### src/rtl/dmem_arb_pkg.sv
// Shared types and constants for the data-memory arbiter.
// FSM states, requester port indices, alignment width helper.
package dmem_arb_pkg;

  typedef enum logic {
    IDLE = 1'b0,
    WAIT = 1'b1
  } state_t;

  localparam logic PORT_CORE = 1'b0;
  localparam logic PORT_DBG  = 1'b1;

  function automatic int align_bits(input int xlen);
    return $clog2(xlen / 8);
  endfunction

endpackage

### src/rtl/rr_arbiter2.sv
// Two-way round-robin grant; the port that did not win last time wins a tie.
// Ports: valid[1:0], last_grant in; one-hot grant[1:0] out.
module rr_arbiter2
  import dmem_arb_pkg::*;
(
  input  logic [1:0] valid,
  input  logic       last_grant,
  output logic [1:0] grant
);

  always_comb begin
    grant = 2'b00;
    unique case (1'b1)
      (valid == 2'b01): grant = 2'b01;
      (valid == 2'b10): grant = 2'b10;
      (valid == 2'b11):
        grant = (last_grant == PORT_DBG) ? 2'b01 : 2'b10;
      default: grant = 2'b00;
    endcase
  end

endmodule

### src/rtl/dmem_arbiter.sv
// Shares data_memory between core (port 0) and debug (port 1) requesters.
// Ports: pN_* request/response per port, shared rsp_*, mem_* to data_memory.
module dmem_arbiter
  import dmem_arb_pkg::*;
#(
  parameter int XLEN = 64
) (
  input  logic            clk,
  input  logic            rst,
  input  logic            p0_valid,
  input  logic            p1_valid,
  output logic            p0_ready,
  output logic            p1_ready,
  input  logic            p0_write,
  input  logic            p1_write,
  input  logic [XLEN-1:0] p0_addr,
  input  logic [XLEN-1:0] p1_addr,
  input  logic [XLEN-1:0] p0_wdata,
  input  logic [XLEN-1:0] p1_wdata,
  output logic            p0_rsp_valid,
  output logic            p1_rsp_valid,
  output logic [XLEN-1:0] rsp_rdata,
  output logic            rsp_err,
  output logic [XLEN-1:0] mem_address,
  output logic [XLEN-1:0] mem_write_data,
  output logic            mem_write_en,
  output logic            mem_read_en,
  input  logic [XLEN-1:0] mem_read_data
);

  localparam int AB = align_bits(XLEN);

  state_t state, state_nx;

  logic       last_grant;
  logic [1:0] grant;
  logic       open_q;
  logic       accept;
  logic       sel;
  logic       sel_write;
  logic       aligned;
  logic       req_port;
  logic       req_write;
  logic       req_err;

  rr_arbiter2 u_rr (
    .valid      ({p1_valid, p0_valid}),
    .last_grant (last_grant),
    .grant      (grant)
  );

  // Ready is gated by reset so nothing is accepted while rst is high.
  assign open_q   = (state == IDLE) && !rst;
  assign p0_ready = open_q && grant[0];
  assign p1_ready = open_q && grant[1];
  assign accept   = p0_ready || p1_ready;

  // Outside an accept the mux parks on last_grant's port.
  assign sel = accept ? p1_ready : last_grant;

  assign mem_address    = sel ? p1_addr  : p0_addr;
  assign mem_write_data = sel ? p1_wdata : p0_wdata;
  assign sel_write      = sel ? p1_write : p0_write;
  assign aligned        = (mem_address[AB-1:0] == '0);

  assign mem_write_en = accept && sel_write && aligned;
  assign mem_read_en  = accept && !sel_write && aligned;

  always_comb begin
    state_nx = state;
    unique case (state)
      IDLE: if (accept) state_nx = WAIT;
      WAIT: state_nx = IDLE;
      default: state_nx = IDLE;
    endcase
  end

  always_ff @(posedge clk or posedge rst) begin
    if (rst) state <= IDLE;
    else     state <= state_nx;
  end

  always_ff @(posedge clk or posedge rst) begin
    if (rst) begin
      last_grant <= PORT_DBG;
      req_port   <= PORT_CORE;
      req_write  <= 1'b0;
      req_err    <= 1'b0;
    end else if (accept) begin
      last_grant <= sel;
      req_port   <= sel;
      req_write  <= sel_write;
      req_err    <= !aligned;
    end
  end

  always_ff @(posedge clk or posedge rst) begin
    if (rst) begin
      p0_rsp_valid <= 1'b0;
      p1_rsp_valid <= 1'b0;
      rsp_rdata    <= '0;
      rsp_err      <= 1'b0;
    end else begin
      p0_rsp_valid <= (state == WAIT) && (req_port == PORT_CORE);
      p1_rsp_valid <= (state == WAIT) && (req_port == PORT_DBG);
      if (state == WAIT) begin
        rsp_err   <= req_err;
        rsp_rdata <= (!req_write && !req_err) ? mem_read_data : '0;
      end
    end
  end

endmodule

### config.mk
export PLATFORM = sky130hd
export DESIGN_NAME = dmem_arbiter
export DESIGN_NICKNAME = d
export VERILOG_FILES = /design/src/rtl/dmem_arb_pkg.sv /design/src/rtl/rr_arbiter2.sv /design/src/rtl/dmem_arbiter.sv
export SDC_FILE = /design/constraint.sdc
export NUM_CORES = 1
export LEC_CHECK = 0
export CORE_AREA = 2 2 204 206
export CTS_BUF_LIST = sky130_fd_sc_hd__clkbuf_2
export CTS_CLUSTER_DIAMETER = 150
export CTS_CLUSTER_SIZE = 16
export DETAILED_ROUTE_END_ITERATION = 8
export DIE_AREA = 0 0 206 208
export SYNTH_ARGS = -nofsm -noshare
export SYNTH_HDL_FRONTEND = slang
export SYNTH_SLANG_ARGS = --single-unit
export TNS_END_PERCENT = 50
### constraint.sdc
create_clock -name clk -period 2.5 [get_ports clk]
set_clock_uncertainty 0.15 [all_clocks]
set_input_delay 0.625 -clock clk [delete_from_list [all_inputs] [get_ports clk]]
set_output_delay 0.625 -clock clk [all_outputs]
set_load 0.005 [all_outputs]
==> reports/results.tsv <==
metric	value	unit
drtAntennaViolNets	0	
syn2layout_area_growth	133	%
r2r_slack	0.20	ns
setup_viol	132	
nets	1386	
clock_sinks	72	
cts_buffers	9	
period_share	1.31	
wl_met3	3100	um
wl	33900	um
violations	negative setup slack	
tns	-83.50	ns
cp-start-kind	register	
grt_first_pass_wirelength	44200	um
period_minus_slack	3.28	ns
outcome	finished with violations	
drive_gt1_frac	0.361	
hp-class	primary input to asynchronous set/reset pin	
ys_seq_area_frac	0.358	
fmax	305	MHz
io_buffers	524	
gp_congestion	0.850	
hold_viol	0	
worst_pin_slew	0.662	ns
core.rowCount	74	
yosysMostFrequentCell	mux2_4	
synth_top_area_frac	0.353	
synth_nets	786	
die_w	206	um
timing.rr.start	state	
synth-seq-cells	72	
grt_max_degree	70	
cts_tree	built	
crit_start	state	
path_class	register to output port	
p_per_area	528	mW/mm^2
drt-met1-wl	11500	um
slew_headroom	0.558	
cts_max_level	3	
clock-root-buffer	clkbuf_2	
worstReg2RegEnd	rsp_rdata[17]	
die_area	0.0428	mm^2
insertion_delay	0.55	ns
grt_overflow_total	0	
syn_area	0.00504	mm^2
ys_top_cells_by_area	dfrtp_1 (35%), mux2_4 (32%), o21ai_0 (6.5%)	
wire_per_inst	21.0	um
peakVddDrop	0.290	mV
cp.arrival	2.50	ns
routed-wl-met2	18100	um
die_h	208	um
grt_setup_unrepaired	yes	
viasPerCell	3.67	
final_max_slew_viol_count	0	
drcViolationCount	0	
endpoint_kind	output port	
maxCapViolations	0	
async_flop_share	1.00	
syn_avg_cell_area	10.9	um^2
cp_max_fo	7	
rr_worst_depth	7	
yosys.area.top_type	dfrtp_1	
clk_pin_slew_worst_paths	0.24	ns
yosys_warnings	0	
synthDistinctLibCells	30	
yosys-top-cells-count	mux2_4 (109), dfrtp_1 (71), inv_1 (70)	
power_leakage	5.20	nW
cts_max_path_buffers	2	
vias	5909	
pin_count	525	
timing.final.ws_setup	-0.775	ns
antenna_found_initial	27	
core_area	0.0406	mm^2
timing.hold.ws	0.198	ns
worstPathRequired	1.73	ns
synth-edff-count	0	
ys.flop_type	dfrtp_1	
hold_buffers	0	
grt_pass1_vias	6093	
topRoutingLayerUsed	met5	
grt_use_total	0.147	
initial_utilization	0.124	
first_pass_iters	4	
drt_iter0_markers	258	
dp_hpwl	28300	um
syn_inst	460	
placed cells by master, fill, tap and decap left out, types with 3 or more instances in the layout:
master / Yosys / layout
buf_6: 3 / 75
o21ai_0: 65 / 65
dfrtp_1: 71 / 70
buf_16: 0 / 3
inv_6: 0 / 3
mux2_4: 109 / 123
clkdlybuf4s50_1: 0 / 390
buf_12: 10 / 19
buf_2: 2 / 7
buf_4: 0 / 38
clkbuf_2: 0 / 81
clkinvlp_4: 0 / 3
diode_2: 0 / 14
buf_8: 1 / 10
inv_1: 70 / 69
nand2_1: 66 / 66
mux2_2: 20 / 6
through the flow:
stage | cells | worst slack (ns) | cell area (um^2) | total power (W) | utilization
after global routing | 1606 | -0.940 | 11700 | 0.00658 | 0.290
after CTS | 1579 | -0.945 | 11700 | 0.00609 | 0.288
after floorplan | 460 | 0.0293 | 5040 | 0.00298 | -
final | 1611 | -0.775 | 11800 | 0.00621 | 0.290
after detailed placement | 1540 | -1.08 | 11200 | 0.00508 | 0.276
after global placement | 1540 | -1.02 | 11200 | 0.00504 | 0.276
per-layer routing:
layer	track usage	vias up
met4	0.0567	10
met2	0.278	293
met5	0	-
met3	0.0529	58
li1	-	2745
met1	0.142	2803
flip-flops by register name (all words and copies together) (netlist names):
| register | count |
|---|---|
| last_grant | 1 |
| rsp_err | 1 |
| req_err | 1 |
| rsp_rdata | 64 |
| p1_rsp_valid | 1 |
| p0_rsp_valid | 1 |
| req_port | 1 |
| state | 1 |
| req_write | 1 |
how the worst max path moves through the flow:
| stage | to | slack, ns | cells past startpoint |
|---|---|---|---|
| global route | mem_write_data[49] | -0.94 | 9 |
| floorplan | mem_address[20] | 0.03 | 5 |
| global placement | mem_address[59] | -1.02 | 8 |
| finish | mem_write_data[49] | -0.78 | 9 |
| CTS | mem_write_data[7] | -0.94 | 6 |
| detailed placement | mem_write_data[24] | -1.08 | 8 |
power breakdown:
group / internal (W) / leakage, nW / switching [W]
clock: 0.000150 / 0.0615 / 0.000518
sequential: 0.00136 / 0.947 / 0.000119
combinational: 0.00268 / 4.19 / 0.00137
area by class of cell:
cell class	instances	area [um^2]
fill	4288	28800
timing repair buffer	618	6110
clock buffer	9	45.0
clock inverter	7	61.3
inverter	70	267
multi-input combinational	289	2770
antenna	14	35.0
tap	532	666
sequential	72	1800
what timing repair did:
item	CTS	global route
gates cloned	3	2
gates resized for setup	314	203
pin swaps	8	2
endpoints found under the setup margin	132	134
buffers inserted	22	19
logic make-up (layout without fill, tap and decap cells):
family | Yosys count | in the layout | share of synthesized area
mux | 129 | 129 | 0.370
buf+inv | 99 | 704 | 0.113
compound gates | 80 | 80 | 0.0887
simple gates | 80 | 80 | 0.0703
flops | 72 | 72 | 0.358
other cells | 0 | 14 | 0
worst max-delay path, stage by stage, from the launching register on:
cell	delay (ns)
dfrtp_2	0.49
nor3b_4	0.27
o21ai_4	0.08
buf_12	0.15
buf_12	0.13
buf_16	0.14
buf_8	0.12
buf_6	0.11
mux2_4	0.30
buf_12	0.14
Power figures use the tool's default switching activity.
